**src/rtl/gat_pkg.sv**
```systemverilog
// Shared GAT definitions: read-back FSM states and the derived feature-BRAM geometry.
package gat_pkg;

    localparam int NUM_SUBGRAPHS      = 2708;
    localparam int NUM_FEATURE_OUT    = 16;
    localparam int NEW_FEATURE_DEPTH  = NUM_SUBGRAPHS * NUM_FEATURE_OUT;
    localparam int NEW_FEATURE_ADDR_W = $clog2(NEW_FEATURE_DEPTH);

    typedef enum logic [1:0] {
        RD_IDLE,
        RD_RUN,
        RD_DRAIN,
        RD_DONE
    } rd_state_e;

endpackage

```
**src/rtl/gat_sync_fifo.sv**
```systemverilog
// Single-clock FIFO with registered storage; the head entry is visible on rd_data whenever not empty.
module gat_sync_fifo #(
    parameter int WIDTH = 33,
    parameter int DEPTH = 4
) (
    input  logic                     clk,
    input  logic                     rst_n,
    input  logic                     wr_en,
    input  logic [WIDTH-1:0]         wr_data,
    input  logic                     rd_en,
    output logic [WIDTH-1:0]         rd_data,
    output logic                     full,
    output logic                     empty,
    output logic [$clog2(DEPTH):0]   count
);

    localparam int AW = $clog2(DEPTH);
    localparam int CW = AW + 1;

    logic [WIDTH-1:0] mem [DEPTH];
    logic [AW-1:0]    wr_ptr;
    logic [AW-1:0]    rd_ptr;
    logic [CW-1:0]    cnt;
    logic             do_wr;
    logic             do_rd;

    assign do_wr   = wr_en && !full;
    assign do_rd   = rd_en && !empty;
    assign full    = (cnt == CW'(DEPTH));
    assign empty   = (cnt == '0);
    assign count   = cnt;
    assign rd_data = mem[rd_ptr];

    // DEPTH is a power of two, so the pointers wrap naturally.
    always_ff @(posedge clk or negedge rst_n) begin
        if (!rst_n) begin
            wr_ptr <= '0;
            rd_ptr <= '0;
            cnt    <= '0;
            for (int i = 0; i < DEPTH; i++) begin
                mem[i] <= '0;
            end
        end else begin
            if (do_wr) begin
                mem[wr_ptr] <= wr_data;
                wr_ptr      <= wr_ptr + AW'(1);
            end
            if (do_rd) begin
                rd_ptr <= rd_ptr + AW'(1);
            end
            cnt <= cnt + CW'(do_wr) - CW'(do_rd);
        end
    end

endmodule

```
**src/rtl/gat_feat_bram_reader.sv**
```systemverilog
// Walks the new-feature BRAM, packs four 8-bit features per word and streams them out over AXI-Stream.
module gat_feat_bram_reader #(
    parameter int DATA_WIDTH         = 8,
    parameter int NUM_SUBGRAPHS      = 2708,
    parameter int NUM_FEATURE_OUT    = 16,
    parameter int NEW_FEATURE_DEPTH  = NUM_SUBGRAPHS * NUM_FEATURE_OUT,
    parameter int NEW_FEATURE_ADDR_W = $clog2(NEW_FEATURE_DEPTH),
    parameter int RD_LATENCY         = 2,
    parameter int FIFO_DEPTH         = 4
) (
    input  logic                          clk,
    input  logic                          rst_n,
    input  logic                          start,
    output logic                          busy,
    output logic                          done,
    output logic [NEW_FEATURE_ADDR_W+1:0] feat_bram_addrb,
    input  logic [31:0]                   feat_bram_dout,
    output logic [31:0]                   m_tdata,
    output logic                          m_tvalid,
    input  logic                          m_tready,
    output logic                          m_tlast
);

    import gat_pkg::*;

    localparam int OCC_W = $clog2(4 * FIFO_DEPTH) + 1;
    localparam int CNT_W = NEW_FEATURE_ADDR_W + 1;
    localparam logic [CNT_W-1:0] LAST_IDX = CNT_W'(NEW_FEATURE_DEPTH - 1);
    localparam logic [OCC_W-1:0] CREDIT   = OCC_W'(4 * FIFO_DEPTH);

    rd_state_e state;
    rd_state_e state_next;

    logic [CNT_W-1:0]              issue_cnt;
    logic [CNT_W-1:0]              cap_cnt;
    logic [OCC_W-1:0]              occ;
    logic [RD_LATENCY-1:0]         vld_sr;
    logic [31:0]                   packer;
    logic [31:0]                   word_c;
    logic [NEW_FEATURE_ADDR_W+1:0] addr_hold;
    logic [1:0]                    lane;
    logic [1:0]                    pad;
    logic                          accept;
    logic                          issue;
    logic                          capture;
    logic                          cap_last;
    logic                          push;
    logic                          pop;

    logic [32:0]                   fifo_rd_data;
    logic                          fifo_full;
    logic                          fifo_empty;
    logic [$clog2(FIFO_DEPTH):0]   fifo_count;
    logic                          unused_bits;

    assign unused_bits = ^{feat_bram_dout[31:DATA_WIDTH], fifo_full, fifo_count};

    always_comb begin
        state_next = state;
        accept     = 1'b0;
        issue      = 1'b0;
        busy       = 1'b0;
        done       = 1'b0;
        case (state)
            RD_IDLE: begin
                if (start) begin
                    accept     = 1'b1;
                    state_next = RD_RUN;
                end
            end
            RD_RUN: begin
                busy  = 1'b1;
                issue = (occ < CREDIT);
                if (issue && (issue_cnt == LAST_IDX)) begin
                    state_next = RD_DRAIN;
                end
            end
            RD_DRAIN: begin
                busy = 1'b1;
                if (pop && m_tlast) begin
                    state_next = RD_DONE;
                end
            end
            RD_DONE: begin
                done       = 1'b1;
                state_next = RD_IDLE;
            end
            default: state_next = RD_IDLE;
        endcase
    end

    // A short final word reserves its empty lanes in occ so the pop that frees it balances out.
    always_comb begin
        lane     = cap_cnt[1:0];
        capture  = vld_sr[RD_LATENCY-1];
        cap_last = capture && (cap_cnt == LAST_IDX);
        push     = capture && ((lane == 2'd3) || cap_last);
        pad      = cap_last ? (2'd3 - lane) : 2'd0;
        pop      = m_tvalid && m_tready;
        word_c   = packer;
        word_c[{lane, 3'b000} +: DATA_WIDTH] = feat_bram_dout[DATA_WIDTH-1:0];
        feat_bram_addrb = issue ? {issue_cnt[NEW_FEATURE_ADDR_W-1:0], 2'b00} : addr_hold;
    end

    always_ff @(posedge clk or negedge rst_n) begin
        if (!rst_n) begin
            state <= RD_IDLE;
        end else begin
            state <= state_next;
        end
    end

    always_ff @(posedge clk or negedge rst_n) begin
        if (!rst_n) begin
            issue_cnt <= '0;
            cap_cnt   <= '0;
            occ       <= '0;
            vld_sr    <= '0;
            packer    <= '0;
            addr_hold <= '0;
        end else begin
            vld_sr    <= (vld_sr << 1) | RD_LATENCY'(issue);
            addr_hold <= feat_bram_addrb;
            if (accept) begin
                issue_cnt <= '0;
                cap_cnt   <= '0;
                occ       <= '0;
                packer    <= '0;
                addr_hold <= '0;
            end else begin
                if (issue) begin
                    issue_cnt <= issue_cnt + CNT_W'(1);
                end
                if (capture) begin
                    cap_cnt <= cap_cnt + CNT_W'(1);
                    packer  <= push ? 32'd0 : word_c;
                end
                occ <= occ + OCC_W'(issue) + OCC_W'(pad) - (pop ? OCC_W'(4) : OCC_W'(0));
            end
        end
    end

    gat_sync_fifo #(
        .WIDTH (33),
        .DEPTH (FIFO_DEPTH)
    ) u_fifo (
        .clk     (clk),
        .rst_n   (rst_n),
        .wr_en   (push),
        .wr_data ({cap_last, word_c}),
        .rd_en   (pop),
        .rd_data (fifo_rd_data),
        .full    (fifo_full),
        .empty   (fifo_empty),
        .count   (fifo_count)
    );

    assign m_tvalid = !fifo_empty;
    assign m_tdata  = fifo_empty ? 32'd0 : fifo_rd_data[31:0];
    assign m_tlast  = !fifo_empty && fifo_rd_data[32];

endmodule
```
**config.mk**
```make
export PLATFORM = sky130hd
export DESIGN_NAME = gat_feat_bram_reader
export DESIGN_NICKNAME = d
export VERILOG_FILES = /design/src/rtl/gat_pkg.sv /design/src/rtl/gat_sync_fifo.sv /design/src/rtl/gat_feat_bram_reader.sv
export SDC_FILE = /design/constraint.sdc
export NUM_CORES = 1
export LEC_CHECK = 0
export ABC_AREA = 1
export CORE_MARGIN = 5
export CORE_UTILIZATION = 25
export DETAILED_ROUTE_END_ITERATION = 10
export DONT_BUFFER_PORTS = 1
export HOLD_SLACK_MARGIN = 0.05
export PLACE_DENSITY_LB_ADDON = 0.1
export SETUP_SLACK_MARGIN = 0.15
export SKIP_CTS_REPAIR_TIMING = 1
export SLEW_MARGIN = 10
export SYNTH_ARGS = -nofsm -noshare
export SYNTH_HDL_FRONTEND = slang
export SYNTH_SLANG_ARGS = --single-unit
```
**constraint.sdc**
```tcl
create_clock -name clk -period 2.65 [get_ports clk]
set_clock_uncertainty 0.1 [all_clocks]
set_input_delay 0.53 -clock clk [delete_from_list [all_inputs] [get_ports clk]]
set_output_delay 0.53 -clock clk [all_outputs]
set_load 0.05 [all_outputs]
```
Yosys cells after proc, flatten, opt, wreduce, memory -nomap -nowiden --
Cells that the tools add are included.
Storage, ports and cells: register bits 232, bits in latches 0, RAM bits 0, bits in read-only memories 0, input bits 36, output and inout bits 54, word-level logic and storage cells 91, memories kept 0
Cells by class: add/sub/neg operators 11, multipliers 0, divide/modulo/power cells 0, order comparisons 4, eq/ne operators 10, shift-type cells 2, multiplexer cells 29, bitwise operators 3, reduce and logical (&&, ||, !) cells 18
Operator list (count):
- 132-bit bitwise mux | 1
- 32-bit 2-to-1 mux | 4
- 33-bit 2-to-1 mux | 3
- 17-bit 2-to-1 mux | 4
- 33-bit binary-select mux with 2-bit select | 1
- 33-bit demux with 2-bit select | 1
- 18-bit 2-to-1 mux | 2
- 17-bit by 1-bit adder with 17-bit output, second input constant | 2
- 17-bit by 16-bit equality test with 1-bit output, second input constant | 2
- 32-bit bitwise mux | 1
- 8-bit by 7-bit variable shift with 32-bit output, first input constant | 1
- 8-bit by 7-bit variable part select with 32-bit output | 1
- 1-bit logical AND | 9
- 2-bit 2-to-1 mux | 4
- 2-bit case mux with 4 select lines | 1
- 5-bit negation with 7-bit output | 1
- 2-bit equality test, second input constant | 3
- 3-bit >= comparator, second input constant | 2
- 2-bit inequality test, second input constant | 3
- 2-bit inverter with 3-bit output | 2
- 5-bit by 1-bit adder with 5-bit output | 1
- 5-bit by 2-bit adder with 5-bit output | 1
- 5-bit less-than comparator, second input constant | 1
- 1-bit 2-to-1 mux | 5
- 18 further kinds | 21

Longest topological paths before layout --
Gate-level depths: netlist (run 1).
depth in word-level cells 8, depth in mapped cells 13, gate-level depth less buffers 13

Hierarchy --
A second synthesis (run 1) with hierarchy kept.
Second synthesis, totals: cell total of the unflattened synthesis 1572, area total of the unflattened synthesis 12184.2 um^2
By module, submodules not included:
- gat_sync_fifo | instances 1, cells an instance 859, area an instance 6829.0 um^2, sequential area each 3478.3 um^2
- gat_feat_bram_reader | instances 1, cells an instance 713, area an instance 5355.1 um^2, sequential area each 2327.2 um^2

Worst setup path before layout (run 1) --
Ideal clock, no wire load.
path kind flip-flop to output port, start point register u_fifo.cnt[1], in the netlist u_fifo.count[1], end point output port m_tdata[10], arrival time 2.122 ns, data required time 2.020 ns, setup slack -0.102 ns, stages on the path, launching flop included 6, path buffers 1, cells stage by stage dfrtp_1 > inv_1 > nand3_1 > inv_1 > buf_1 > a21oi_1
Between the ends: word-level cells in the longest chain between the ends 2
RTL lines:
- start: declaration | RTL line gat_sync_fifo.sv:23 | logic [CW-1:0] cnt;
- start signal: assignment | RTL line gat_sync_fifo.sv:51 | cnt <= cnt + CW'(do_wr) - CW'(do_rd);
- 3-bit logical NOT | RTL line gat_sync_fifo.sv:30 | assign empty = (cnt == '0);
- 32-bit 2-to-1 mux | RTL line gat_feat_bram_reader.sv:159 | assign m_tdata = fifo_empty ? 32'd0 : fifo_rd_data[31:0];
- end: declaration | RTL line gat_feat_bram_reader.sv:18 | output logic [31:0] m_tdata,
No other way between the ends.

Final worst setup path (run 1) --
start point register state[1], end point output port feat_bram_addrb[9]
Between the ends: word-level cells in the longest chain between the ends 3
RTL lines:
- start: declaration | RTL line gat_feat_bram_reader.sv:31 | rd_state_e state;
- start signal: assignment | RTL line gat_feat_bram_reader.sv:109 | state <= state_next;
- 2-bit by 1-bit equality test with 1-bit output | RTL line gat_feat_bram_reader.sv:64 | case (state)
- 1-bit 2-to-1 mux | RTL line gat_feat_bram_reader.sv:64
- 18-bit 2-to-1 mux | RTL line gat_feat_bram_reader.sv:102 | feat_bram_addrb = issue ? {issue_cnt[NEW_FEATURE_ADDR_W-1:0], 2'b00} : addr_hold;
- end: declaration | RTL line gat_feat_bram_reader.sv:16 | output logic [NEW_FEATURE_ADDR_W+1:0] feat_bram_addrb,
No other way between the ends.

==> impl_metrics.prom, run 1 <==
# TYPE chip_impl_metric gauge
chip_impl_metric{name="route.detailed.drc",unit=""} 0
chip_impl_metric{name="die_height",unit="um"} 221
chip_impl_metric{name="synth-edff-count",unit=""} 0
chip_impl_metric{name="timing.fmax",unit="MHz"} 367
chip_impl_metric{name="floorplan.rows",unit=""} 77
chip_impl_metric{name="period_minus_slack",unit="ns"} 2.72
chip_impl_metric{name="detail_route.iter0.violations",unit=""} 633
chip_impl_metric{name="ys_types",unit=""} 35
chip_impl_metric{name="grt_pass1_wl",unit="um"} 52400
chip_impl_info{name="timing.setup.critical_path_class",value="flop to output port"} 1
chip_impl_metric{name="grt.overflow.total",unit=""} 0
chip_impl_info{name="critical_path.endpoint_type",value="output port"} 1
chip_impl_metric{name="final_critical_path_setup_slack",unit="ns"} -0.0748
chip_impl_metric{name="non_filler_cells_final",unit=""} 2046
chip_impl_metric{name="wirelength",unit="um"} 34000
chip_impl_metric{name="report.final.slew_viol_count",unit=""} 0
chip_impl_metric{name="die_area",unit="um2"} 48900
chip_impl_metric{name="largest_net_degree_at_the_start_of_global_routing",unit=""} 233
chip_impl_info{name="timing.hold.worst.class",value="primary input to async pin"} 1
chip_impl_metric{name="netlist_instances",unit=""} 1365
chip_impl_metric{name="drt_pre_antenna_iters",unit=""} 4
chip_impl_metric{name="multi_input_comb_area",unit="um2"} 4640
chip_impl_metric{name="timing.critical_path.arrival",unit="ns"} 2.09
chip_impl_metric{name="max_cap_viol_count",unit=""} 0
chip_impl_metric{name="internal-power",unit="mW"} 9.38
chip_impl_metric{name="place_congestion",unit=""} 0.731
chip_impl_metric{name="cts.htree.levels",unit=""} 1
chip_impl_metric{name="antenna_violations_before_repair",unit=""} 0
chip_impl_metric{name="yosys.area_share.adder",unit=""} 0.0294
chip_impl_metric{name="clkPwrFrac",unit=""} 0.260
chip_impl_metric{name="seq_power_share",unit=""} 0.269
chip_impl_info{name="cp-start-kind",value="flop"} 1
chip_impl_metric{name="slew_headroom",unit=""} 0.572
chip_impl_metric{name="final_setup_vio_count",unit=""} 16
chip_impl_metric{name="cts-buffers-inserted",unit=""} 30
chip_impl_metric{name="total_switching_power",unit="mW"} 7.19
chip_impl_info{name="synth.cells.most_frequent",value="sky130_fd_sc_hd__nand2_1, sky130_fd_sc_hd__dfrtp_1, sky130_fd_sc_hd__o21ai_0, sky130_fd_sc_hd__nor2_1, sky130_fd_sc_hd__inv_1"} 1
chip_impl_metric{name="antenna_violating_nets_post_route",unit=""} 0
chip_impl_metric{name="p_comb_frac",unit=""} 0.471
chip_impl_metric{name="clock_tree.buffer_depth",unit=""} 3
chip_impl_info{name="synth_most_common_cell",value="sky130_fd_sc_hd__nand2_1"} 1
chip_impl_metric{name="worstSkewPairLatency",unit="ns"} 0.58
chip_impl_info{name="cts_root_buf",value="sky130_fd_sc_hd__clkbuf_16"} 1
chip_impl_info{name="crit_slowest_cell",value="sky130_fd_sc_hd__dfrtp_1"} 1
chip_impl_metric{name="design.portCount",unit=""} 90
chip_impl_info{name="synth_ff_type",value="sky130_fd_sc_hd__dfrtp_1"} 1
chip_impl_metric{name="finalCritPeriodShare",unit=""} 1.03
chip_impl_metric{name="synth_area_per_cell",unit="um2"} 8.17
chip_impl_metric{name="largest_stage_delay_worst_path",unit="ns"} 0.41
chip_impl_metric{name="grt_pass1_vias",unit=""} 8979
chip_impl_metric{name="final_hold_viol_count",unit=""} 232
chip_impl_metric{name="post-place-cells",unit=""} 1975
chip_impl_info{name="violations_in_the_final_reports",value="negative hold slack, negative setup slack"} 1
chip_impl_metric{name="area_growth_syn_to_layout",unit="%"} 25.3
chip_impl_metric{name="num_vias",unit=""} 9145
chip_impl_metric{name="die_w",unit="um"} 221
chip_impl_metric{name="worst_ir_drop_vdd",unit="mV"} 0.674
chip_impl_metric{name="timing_worst_slew_pin_value",unit="ns"} 0.641
chip_impl_metric{name="synth-simple-area-share",unit=""} 0.185
chip_impl_metric{name="worst_path_fanout_max",unit=""} 6
chip_impl_metric{name="ys_seq_elements",unit=""} 232
chip_impl_metric{name="fillers",unit=""} 4793
chip_impl_metric{name="yosysSeqAreaShare",unit=""} 0.521
chip_impl_metric{name="antennaDiodeCount",unit=""} 0
chip_impl_metric{name="synthesis.yosys.warnings",unit=""} 0
chip_impl_metric{name="ff_latch_area",unit="um2"} 5810
chip_impl_metric{name="netlist_area",unit="um2"} 11100
chip_impl_info{name="run_status",value="complete, but fails checks"} 1
chip_impl_metric{name="sw_frac_of_total",unit=""} 0.434
chip_impl_metric{name="synth.top_cell.area_share",unit=""} 0.521
chip_impl_metric{name="initial_utilization",unit=""} 0.253
chip_impl_metric{name="routed_via_density",unit=""} 4.47
chip_impl_metric{name="fin_worst_hold_slack",unit="ns"} -0.454
chip_impl_info{name="synth_top_family_by_area",value="simple AND/OR/NAND/NOR gates"} 1
chip_impl_metric{name="synth_fp_nets",unit=""} 1426
chip_impl_metric{name="nets",unit=""} 1491
chip_impl_metric{name="synth-compound-area-share",unit=""} 0.176
chip_impl_metric{name="power.leakage",unit="nW"} 6.47
chip_impl_metric{name="synth_xor_area_frac",unit=""} 0.00393
chip_impl_metric{name="post-dp-hpwl",unit="um"} 20400
chip_impl_info{name="synth_top_cell_by_area",value="sky130_fd_sc_hd__dfrtp_1"} 1
chip_impl_metric{name="placeable_area",unit="um2"} 44100
chip_impl_metric{name="p_total",unit="mW"} 16.6
chip_impl_metric{name="clock_sinks",unit=""} 232
chip_impl_info{name="tritoncts_clock_tree",value="built"} 1
chip_impl_metric{name="synth_mux_area_frac",unit=""} 0
chip_impl_info{name="cp_cell_instances",value="inv_2 > ha_4 > nand2_8 > clkinvlp_4 > or2_4 > o21ai_2 > inv_1 > buf_6"} 1
chip_impl_metric{name="crit_required",unit="ns"} 2.02
chip_impl_metric{name="grt_use_total",unit=""} 0.132
chip_impl_info{name="unrepaired_setup_endpoints_after_global_routing",value="true"} 1
chip_impl_metric{name="routedWlPerCell",unit="um"} 16.6
chip_impl_metric{name="cellPowerDensity",unit="nW/um2"} 1190
chip_impl_info{name="netlist_top_cells_area",value="sky130_fd_sc_hd__dfrtp_1, sky130_fd_sc_hd__nand2_1, sky130_fd_sc_hd__o21ai_0"} 1
chip_impl_metric{name="synth_async_sr_flop_share",unit=""} 1.00
chip_impl_metric{name="clk_transition_reported_paths",unit="ns"} 0.06
chip_impl_metric{name="final_layout_size_suffix_gt1_frac",unit=""} 0.158
chip_impl_metric{name="numPortBuffers",unit=""} 0
-- cell type report --
class,count,share of cell area
Clock buffer,42,0.0634
Clock inverter,14,0.0132
Inverter,154,0.0425
Multi-Input combinational cell,912,0.332
Sequential cell,232,0.416
Tap cell,592,0.0530
Timing Repair Buffer,99,0.0793
Timing Repair inverter,1,0.000537
-- kinds of logic after synthesis --
| family | count (synthesis) |
|---|---|
| simple gates | 512 |
| xor+xnor | 5 |
| flops | 232 |
| fa+ha+maj | 25 |
| compound gates | 370 |
| buf+inv | 221 |
-- per-stage QoR --
step                instance area (um2)  setup TNS, ns  setup slack [ns]   util  hold slack (ns)
floorplan                         11200              0             0.126      -            0.134
global placement                  12300              0             0.218  0.280            0.147
detailed placement                12300              0             0.228  0.280            0.150
CTS                               13400          -6.33            -0.313  0.304           -0.479
global route                      14000          -4.71            -0.174  0.317           -0.486
finish                            14000         -0.552           -0.0748  0.317           -0.454
-- registers in the layout, summed over array words and instances (netlist names) --
register       cells
addr_hold         18
cap_cnt           17
issue_cnt         17
occ                5
packer            32
state              2
u_fifo.count       3
u_fifo.mem       132
u_fifo.rd_ptr      2
u_fifo.wr_ptr      2
vld_sr             2
-- power by group through the flow --
| stage | Sequential [mW] | Combinational [mW] | Clock [mW] |
|---|---|---|---|
| floorplan | 4.41 | 4.70 | 0 |
| global placement | 4.48 | 6.93 | 0 |
| detailed placement | 4.50 | 6.95 | 0 |
| CTS | 4.44 | 6.97 | 4.46 |
| global route | 4.53 | 8.50 | 4.62 |
| finish | 4.46 | 7.81 | 4.30 |
-- path summary, 6_finish.rpt --
check	from	slack (ns)	endpoint	cells after the start
hold / removal	rst_n	-0.45	u_fifo.mem[105]	0
setup / recovery	state[1]	-0.07	feat_bram_addrb[9]	8
setup reg to reg	u_fifo.count[2]	0.26	u_fifo.count[2]	12
max in group asynchronous	rst_n	2.37	addr_hold[1]	0
min in group clk	feat_bram_dout[5]	0.14	u_fifo.mem[38]	4
hold reg to reg	vld_sr[0]	0.26	vld_sr[1]	0
-- layer usage --
metal / routed length [um] / track usage / vias to the layer above
met2: 16100 / 0.217 / 141
met1: 15900 / 0.181 / 4385
li1: - / - / 4569
met4: 766 / 0.0316 / 0
met3: 1260 / 0.0231 / 50
met5: 0 / 0 / -
-- layout by cell type, fill, tap and decap left out, types with 7 or more instances in the layout --
| master | count |
|---|---|
| sky130_fd_sc_hd__clkbuf_16 | 33 |
| sky130_fd_sc_hd__o21ai_1 | 42 |
| sky130_fd_sc_hd__buf_4 | 52 |
| sky130_fd_sc_hd__nand3_1 | 23 |
| sky130_fd_sc_hd__inv_1 | 140 |
| sky130_fd_sc_hd__o21ai_0 | 181 |
| sky130_fd_sc_hd__a21oi_1 | 76 |
| sky130_fd_sc_hd__buf_6 | 26 |
| sky130_fd_sc_hd__nand4_1 | 11 |
| sky130_fd_sc_hd__or2_4 | 10 |
| sky130_fd_sc_hd__buf_12 | 16 |
| sky130_fd_sc_hd__o21ai_2 | 10 |
| sky130_fd_sc_hd__nor3_1 | 7 |
| sky130_fd_sc_hd__a21oi_2 | 12 |
| sky130_fd_sc_hd__clkbuf_8 | 9 |
| sky130_fd_sc_hd__dfrtp_1 | 230 |
| sky130_fd_sc_hd__a22oi_1 | 16 |
| sky130_fd_sc_hd__inv_2 | 8 |
| sky130_fd_sc_hd__nor2_1 | 146 |
| sky130_fd_sc_hd__clkinv_2 | 8 |
| sky130_fd_sc_hd__o22ai_1 | 21 |
| sky130_fd_sc_hd__ha_1 | 21 |
| sky130_fd_sc_hd__nand2_1 | 293 |
-- worst max-delay path, delay by kind of cell (launching register included) --
family	cells	cell delay [ns]
buffers and inverters	4	0.48
DFF	1	0.41
and+or+nand+nor	2	0.37
adders and majority gates	1	0.18
AOI/OAI and AO/OA	1	0.07
(Power assumes the default switching activity.)
==> run 2: changes to the inputs <==
==> constraint.sdc (replaced) <==
create_clock -name clk -period 2.65 [get_ports clk]
set_clock_uncertainty 0.1 [all_clocks]
set_input_delay 0.53 -clock clk [delete_from_list [all_inputs] [get_ports clk]]
set_output_delay 0.53 -clock clk [all_outputs]
set_load 0.005 [all_outputs]
==> run 2 against run 1 <==
  * The flow finishes with violations (negative hold slack)
  * Hold slack improved by 0.033 ns
  * Non-clock buffer count decreased by 31
  * Largest power group unchanged
  * Register-to-register slack better by 0.04 ns
  * Largest cell class unchanged
  * Critical endpoint is now m_tdata[27]
  * Clock power fell by 6.3%
  * Highest routed layer unchanged
  * Critical path type unchanged
==> impl_metrics.prom, run 2 (same netlist as run 1, synthesis figures left out) <==
# TYPE chip_impl_metric gauge
chip_impl_metric{name="seq_power_share",unit=""} 0.318
chip_impl_metric{name="die_area",unit="um2"} 48900
chip_impl_metric{name="final_hold_viol_count",unit=""} 232
chip_impl_metric{name="num_vias",unit=""} 8963
chip_impl_metric{name="post-place-cells",unit=""} 1941
chip_impl_metric{name="die_height",unit="um"} 221
chip_impl_metric{name="route.detailed.drc",unit=""} 0
chip_impl_metric{name="final_setup_vio_count",unit=""} 0
chip_impl_metric{name="drt_pre_antenna_iters",unit=""} 5
chip_impl_metric{name="grt_use_total",unit=""} 0.130
chip_impl_info{name="tritoncts_clock_tree",value="built"} 1
chip_impl_metric{name="final_layout_size_suffix_gt1_frac",unit=""} 0.147
chip_impl_metric{name="crit_required",unit="ns"} 2.02
chip_impl_metric{name="timing_worst_slew_pin_value",unit="ns"} 0.621
chip_impl_metric{name="finalCritPeriodShare",unit=""} 0.992
chip_impl_metric{name="wl_met1",unit="um"} 15500
chip_impl_metric{name="grt_pass1_vias",unit=""} 8851
chip_impl_metric{name="largest_net_degree_at_the_start_of_global_routing",unit=""} 233
chip_impl_metric{name="power.leakage",unit="nW"} 6.27
chip_impl_info{name="top_layer_used",value="met4"} 1
chip_impl_info{name="crit_slowest_cell",value="sky130_fd_sc_hd__dfrtp_1"} 1
chip_impl_metric{name="non_filler_cells_final",unit=""} 2011
chip_impl_metric{name="design.portCount",unit=""} 90
chip_impl_info{name="most-common-layout-cells",value="sky130_fd_sc_hd__nand2_1, sky130_fd_sc_hd__dfrtp_1, sky130_fd_sc_hd__o21ai_0"} 1
chip_impl_metric{name="max_cap_viol_count",unit=""} 0
chip_impl_info{name="biggestRegsByFlops",value="u_fifo.mem (132), packer (32), addr_hold (18)"} 1
chip_impl_metric{name="largest_stage_delay_worst_path",unit="ns"} 0.41
chip_impl_metric{name="timing.fmax",unit="MHz"} 381
chip_impl_metric{name="grt.overflow.total",unit=""} 0
chip_impl_metric{name="setup_total_negative_slack",unit="ns"} 0
chip_impl_metric{name="place_congestion",unit=""} 0.736
chip_impl_metric{name="worst_ir_drop_vdd",unit="mV"} 0.588
chip_impl_metric{name="detail_route.iter0.violations",unit=""} 520
chip_impl_metric{name="cts-buffers-inserted",unit=""} 29
chip_impl_metric{name="antenna_violating_nets_post_route",unit=""} 0
chip_impl_metric{name="nets",unit=""} 1458
chip_impl_info{name="layout.cells.most_common",value="sky130_fd_sc_hd__nand2_1"} 1
chip_impl_metric{name="period_minus_slack",unit="ns"} 2.63
chip_impl_metric{name="post-dp-hpwl",unit="um"} 20200
chip_impl_metric{name="antenna_violations_before_repair",unit=""} 0
chip_impl_info{name="unrepaired_setup_endpoints_after_global_routing",value="true"} 1
chip_impl_info{name="worst_r2r_startpoint",value="u_fifo.count[1]"} 1
chip_impl_info{name="cp_cell_instances",value="inv_1 > nand3_2 > buf_6 > clkinvlp_4 > buf_12 > a21oi_2 > buf_4"} 1
chip_impl_metric{name="report.final.slew_viol_count",unit=""} 0
chip_impl_metric{name="fillers",unit=""} 4790
chip_impl_metric{name="slew_headroom",unit=""} 0.586
chip_impl_info{name="most_flops_register",value="u_fifo.mem"} 1
chip_impl_info{name="violations_in_the_final_reports",value="negative hold slack"} 1
chip_impl_metric{name="total_switching_power",unit="mW"} 5.19
chip_impl_metric{name="clk_transition_reported_paths",unit="ns"} 0.06
chip_impl_metric{name="cts.htree.levels",unit=""} 1
chip_impl_metric{name="largest_reg_flops",unit=""} 132
chip_impl_info{name="timing.hold.worst.class",value="primary input to async pin"} 1
chip_impl_metric{name="internal-power",unit="mW"} 8.74
chip_impl_metric{name="routedWlPerCell",unit="um"} 16.6
chip_impl_info{name="cts_root_buf",value="sky130_fd_sc_hd__clkbuf_16"} 1
chip_impl_metric{name="die_w",unit="um"} 221
chip_impl_metric{name="route.met2.wl",unit="um"} 15700
chip_impl_metric{name="cellPowerDensity",unit="nW/um2"} 1020
chip_impl_metric{name="placeable_area",unit="um2"} 44100
chip_impl_metric{name="sw_frac_of_total",unit=""} 0.373
chip_impl_metric{name="floorplan.rows",unit=""} 77
chip_impl_metric{name="clock_tree.buffer_depth",unit=""} 3
chip_impl_info{name="timing.setup.critical_path_class",value="flop to output port"} 1
chip_impl_metric{name="p_comb_frac",unit=""} 0.393
chip_impl_metric{name="timing.critical_path.arrival",unit="ns"} 2.00
chip_impl_metric{name="fin_worst_hold_slack",unit="ns"} -0.421
chip_impl_info{name="cp-start-kind",value="flop"} 1
chip_impl_metric{name="clock_sinks",unit=""} 232
chip_impl_info{name="cp-startpoint",value="u_fifo.count[2]"} 1
chip_impl_metric{name="wirelength",unit="um"} 33500
chip_impl_metric{name="route.met3.wl",unit="um"} 1470
chip_impl_info{name="run_status",value="complete, but fails checks"} 1
chip_impl_metric{name="grt_pass1_wl",unit="um"} 51600
chip_impl_info{name="critical_path.endpoint_type",value="output port"} 1
chip_impl_metric{name="routed_via_density",unit=""} 4.46
chip_impl_metric{name="antennaDiodeCount",unit=""} 0
chip_impl_metric{name="numPortBuffers",unit=""} 0
chip_impl_metric{name="initial_utilization",unit=""} 0.253
chip_impl_metric{name="worst_path_fanout_max",unit=""} 9
chip_impl_metric{name="clkPwrFrac",unit=""} 0.289
chip_impl_metric{name="area_growth_syn_to_layout",unit="%"} 22.0
chip_impl_metric{name="worstSkewPairLatency",unit="ns"} 0.55
run 2: cell types whose count changed in the layout (fill, tap and decap cells not counted), moves of 9 or more:
| cell | change |
|---|---|
| sky130_fd_sc_hd__inv_2 | +9 |
| sky130_fd_sc_hd__o21ai_1 | -21 |
| sky130_fd_sc_hd__o21ai_0 | +21 |
| sky130_fd_sc_hd__a21oi_1 | -11 |
| sky130_fd_sc_hd__buf_6 | -14 |
run 2: routing by layer:
layer,track usage,vias to the layer above
met5,0,-
met1,0.178,4295
met2,0.214,142
li1,-,4479
met3,0.0220,47
met4,0.0358,0
run 2: final cells by class:
| class | instances | area [um2] | share of cell area |
|---|---|---|---|
| flip-flops and latches | 232 | 5810 | 0.427 |
| clock inverters | 7 | 62.6 | 0.00460 |
| multi-input cells | 912 | 4750 | 0.349 |
| well taps | 592 | 741 | 0.0545 |
| clock buffers | 46 | 920 | 0.0677 |
| repair buffers | 68 | 726 | 0.0534 |
| inverters | 154 | 589 | 0.0434 |
run 2: metrics by stage:
stage | utilization | worst slack, ns | area [um2] | power (mW)
final | 0.308 | 0.0225 | 13600 | 13.9
after global routing | 0.308 | -0.0665 | 13600 | 15.0
after floorplan | - | 0.276 | 11100 | 7.21
after detailed placement | 0.271 | 0.293 | 12000 | 9.00
after global placement | 0.271 | 0.275 | 12000 | 8.97
after CTS | 0.294 | -0.275 | 13000 | 13.1
run 2: power by group through the flow:
stage               registers (mW)  logic [mW]  clock network (mW)
floorplan                     4.41        2.80                   0
global placement              4.47        4.51                   0
detailed placement            4.47        4.52                   0
CTS                           4.41        4.54                4.19
global route                  4.50        6.13                4.36
finish                        4.43        5.47                4.03
run 2: final timing paths:
check,to,slack (ns),depth (start not counted)
max in group asynchronous,cap_cnt[12],2.40,0
setup / recovery,m_tdata[27],0.02,7
hold / removal,u_fifo.mem[6],-0.42,0
hold reg to reg,vld_sr[1],0.25,0
min in group clk,state[0],0.17,4
setup reg to reg,u_fifo.count[2],0.30,12
run 2: critical path: cells and delay by family, from the launching register on:
kind	cells	cell delay, ns
flops	1	0.41
buf+inv	5	0.77
simple gates	1	0.09
compound gates	1	0.17
==> run 3: changes to the inputs <==
--- a/config.mk
+++ b/config.mk
@@ -6,6 +6,7 @@
 export NUM_CORES = 1
 export LEC_CHECK = 0
 export ABC_AREA = 1
+export CORE_ASPECT_RATIO = 0.9
 export CORE_MARGIN = 5
 export CORE_UTILIZATION = 25
 export DETAILED_ROUTE_END_ITERATION = 10
==> run 3 against run 2 <==
  * The flow still finishes with violations (negative hold slack)
  * Flip-flop and latch count unchanged
  * Register-to-register slack improved by 0.02 ns
  * Final area increased by 0.54%
  * Cell count increased by 0.70%
  * Clock power about the same
  * Total power increased by 0.99%
  * Sequential power about the same
  * Non-clock buffer count increased by 6
  * Global-route usage increased by 0.37 points
  * Sequential share of layout area decreased by 0.21 points
  * Critical path depth decreased by 2
==> impl_metrics.prom, run 3 (same netlist as run 1, synthesis figures left out) <==
# TYPE chip_impl_metric gauge
chip_impl_metric{name="report.final.slew_viol_count",unit=""} 0
chip_impl_metric{name="fillers",unit=""} 4747
chip_impl_info{name="cts_root_buf",value="sky130_fd_sc_hd__clkbuf_16"} 1
chip_impl_metric{name="r2r_setup_slack",unit="ns"} 0.32
chip_impl_metric{name="worstSkewPairLatency",unit="ns"} 0.56
chip_impl_info{name="timing.hold.worst.class",value="primary input to async pin"} 1
chip_impl_info{name="unrepaired_setup_endpoints_after_global_routing",value="true"} 1
chip_impl_metric{name="post-route-util",unit=""} 0.310
chip_impl_metric{name="final_layout_size_suffix_gt1_frac",unit=""} 0.149
chip_impl_metric{name="largest_reg_flops",unit=""} 132
chip_impl_metric{name="place_congestion",unit=""} 0.729
chip_impl_info{name="run_status",value="complete, but fails checks"} 1
chip_impl_metric{name="worst_ir_drop_vdd",unit="mV"} 0.467
chip_impl_info{name="critical_path.endpoint_type",value="output port"} 1
chip_impl_metric{name="ff_latch_area",unit="um2"} 5810
chip_impl_metric{name="largest_net_degree_at_the_start_of_global_routing",unit=""} 233
chip_impl_metric{name="non_filler_cells_final",unit=""} 2025
chip_impl_info{name="biggestRegsByFlops",value="u_fifo.mem (132), packer (32), addr_hold (18)"} 1
chip_impl_metric{name="area_growth_syn_to_layout",unit="%"} 22.6
chip_impl_info{name="timing.setup.critical_path_class",value="flop to output port"} 1
chip_impl_metric{name="timing_worst_slew_pin_value",unit="ns"} 0.711
chip_impl_metric{name="crit_required",unit="ns"} 2.02
chip_impl_metric{name="multi_input_comb_area",unit="um2"} 4770
chip_impl_metric{name="period_minus_slack",unit="ns"} 2.55
chip_impl_metric{name="die_w",unit="um"} 233
chip_impl_metric{name="timing.critical_path.arrival",unit="ns"} 1.92
chip_impl_metric{name="die_height",unit="um"} 210
chip_impl_metric{name="detail_route.iter0.violations",unit=""} 613
chip_impl_info{name="most_flops_register",value="u_fifo.mem"} 1
chip_impl_metric{name="wirelength",unit="um"} 34400
chip_impl_metric{name="clock_tree.buffer_depth",unit=""} 3
chip_impl_metric{name="routed_via_density",unit=""} 4.47
chip_impl_metric{name="power.leakage",unit="nW"} 6.30
chip_impl_metric{name="grt.overflow.total",unit=""} 0
chip_impl_metric{name="cts-buffers-inserted",unit=""} 29
chip_impl_metric{name="post-place-cells",unit=""} 1949
chip_impl_info{name="tritoncts_clock_tree",value="built"} 1
chip_impl_metric{name="cts.htree.levels",unit=""} 1
chip_impl_metric{name="floorplan.rows",unit=""} 73
chip_impl_metric{name="clock_sinks",unit=""} 232
chip_impl_metric{name="timing.fmax",unit="MHz"} 392
chip_impl_info{name="most-common-layout-cells",value="sky130_fd_sc_hd__nand2_1, sky130_fd_sc_hd__dfrtp_1, sky130_fd_sc_hd__o21ai_0"} 1
chip_impl_metric{name="final_setup_vio_count",unit=""} 0
chip_impl_metric{name="nets",unit=""} 1464
chip_impl_metric{name="slew_headroom",unit=""} 0.526
chip_impl_metric{name="design.portCount",unit=""} 90
chip_impl_metric{name="route.detailed.drc",unit=""} 0
chip_impl_metric{name="initial_utilization",unit=""} 0.253
chip_impl_metric{name="grt_use_total",unit=""} 0.134
chip_impl_metric{name="worst_path_fanout_max",unit=""} 24
chip_impl_metric{name="num_vias",unit=""} 9053
chip_impl_metric{name="die_area",unit="um2"} 48900
chip_impl_metric{name="post-dp-hpwl",unit="um"} 20100
chip_impl_metric{name="clk_transition_reported_paths",unit="ns"} 0.06
chip_impl_metric{name="antenna_violating_nets_post_route",unit=""} 0
chip_impl_metric{name="antennaDiodeCount",unit=""} 0
chip_impl_info{name="cp-start-kind",value="flop"} 1
chip_impl_metric{name="numPortBuffers",unit=""} 0
chip_impl_metric{name="grt_pass1_wl",unit="um"} 52300
chip_impl_metric{name="cellPowerDensity",unit="nW/um2"} 1030
chip_impl_metric{name="max_cap_viol_count",unit=""} 0
chip_impl_info{name="layout.cells.most_common",value="sky130_fd_sc_hd__nand2_1"} 1
chip_impl_metric{name="finalCritPeriodShare",unit=""} 0.963
chip_impl_metric{name="placeable_area",unit="um2"} 44100
chip_impl_metric{name="antenna_violations_before_repair",unit=""} 0
chip_impl_metric{name="fin_worst_hold_slack",unit="ns"} -0.406
chip_impl_metric{name="drt_pre_antenna_iters",unit=""} 5
chip_impl_metric{name="routedWlPerCell",unit="um"} 17.0
chip_impl_info{name="violations_in_the_final_reports",value="negative hold slack"} 1
chip_impl_metric{name="grt_pass1_vias",unit=""} 8836
chip_impl_metric{name="final_hold_viol_count",unit=""} 232
==> run 3: layer usage <==
layer,vias up,GRT usage,share of wire
met5,-,0,0
met4,0,0.0246,0.017
met3,42,0.0273,0.042
met2,118,0.202,0.43
met1,4379,0.200,0.51
li1,4514,-,-
==> run 3: final timing paths <==
path                                     to  cells past startpoint             start
setup reg to reg             u_fifo.mem[55]                      8        cap_cnt[0]
hold / removal               u_fifo.mem[37]                      0             rst_n
min in group clk                   state[1]                      4             start
max in group asynchronous  u_fifo.rd_ptr[0]                      0             rst_n
setup / recovery                m_tdata[17]                      5  u_fifo.rd_ptr[0]
hold reg to reg                   vld_sr[1]                      0         vld_sr[0]
==> run 3: where the power goes <==
group          switching [mW]  total, mW  internal (mW)
registers               0.315       4.45           4.14
clock network            1.60       4.02           2.42
logic                    3.43       5.60           2.17
total                    5.35       14.1           8.72
==> run 3: final cells by class <==
cell class                 count  area share
sequential                   232       0.425
multi-input combinational    912       0.349
clock buffer                  44      0.0631
timing repair buffer          74      0.0575
tap                          600      0.0549
inverter                     154      0.0434
clock inverter                 9     0.00714
==> run 3: through the flow <==
step / hold slack [ns] / setup TNS [ns] / area, um2 / total power [mW] / worst slack, ns
floorplan: 0.134 / 0 / 11100 / 7.21 / 0.276
global placement: 0.162 / 0 / 12000 / 8.94 / 0.264
detailed placement: 0.162 / 0 / 12000 / 8.96 / 0.281
CTS: -0.447 / -2.64 / 13000 / 13.1 / -0.231
global route: -0.439 / 0 / 13700 / 15.1 / 0.000609
finish: -0.406 / 0 / 13700 / 14.1 / 0.0991
==> run 3: critical path, cell delays in order, from the launching register on <==
cell and delay (ns):
sky130_fd_sc_hd__dfrtp_4 0.52, sky130_fd_sc_hd__inv_6 0.09, sky130_fd_sc_hd__clkbuf_16 0.22, sky130_fd_sc_hd__a21oi_1 0.14, sky130_fd_sc_hd__o21ai_0 0.10, sky130_fd_sc_hd__a21oi_1 0.29
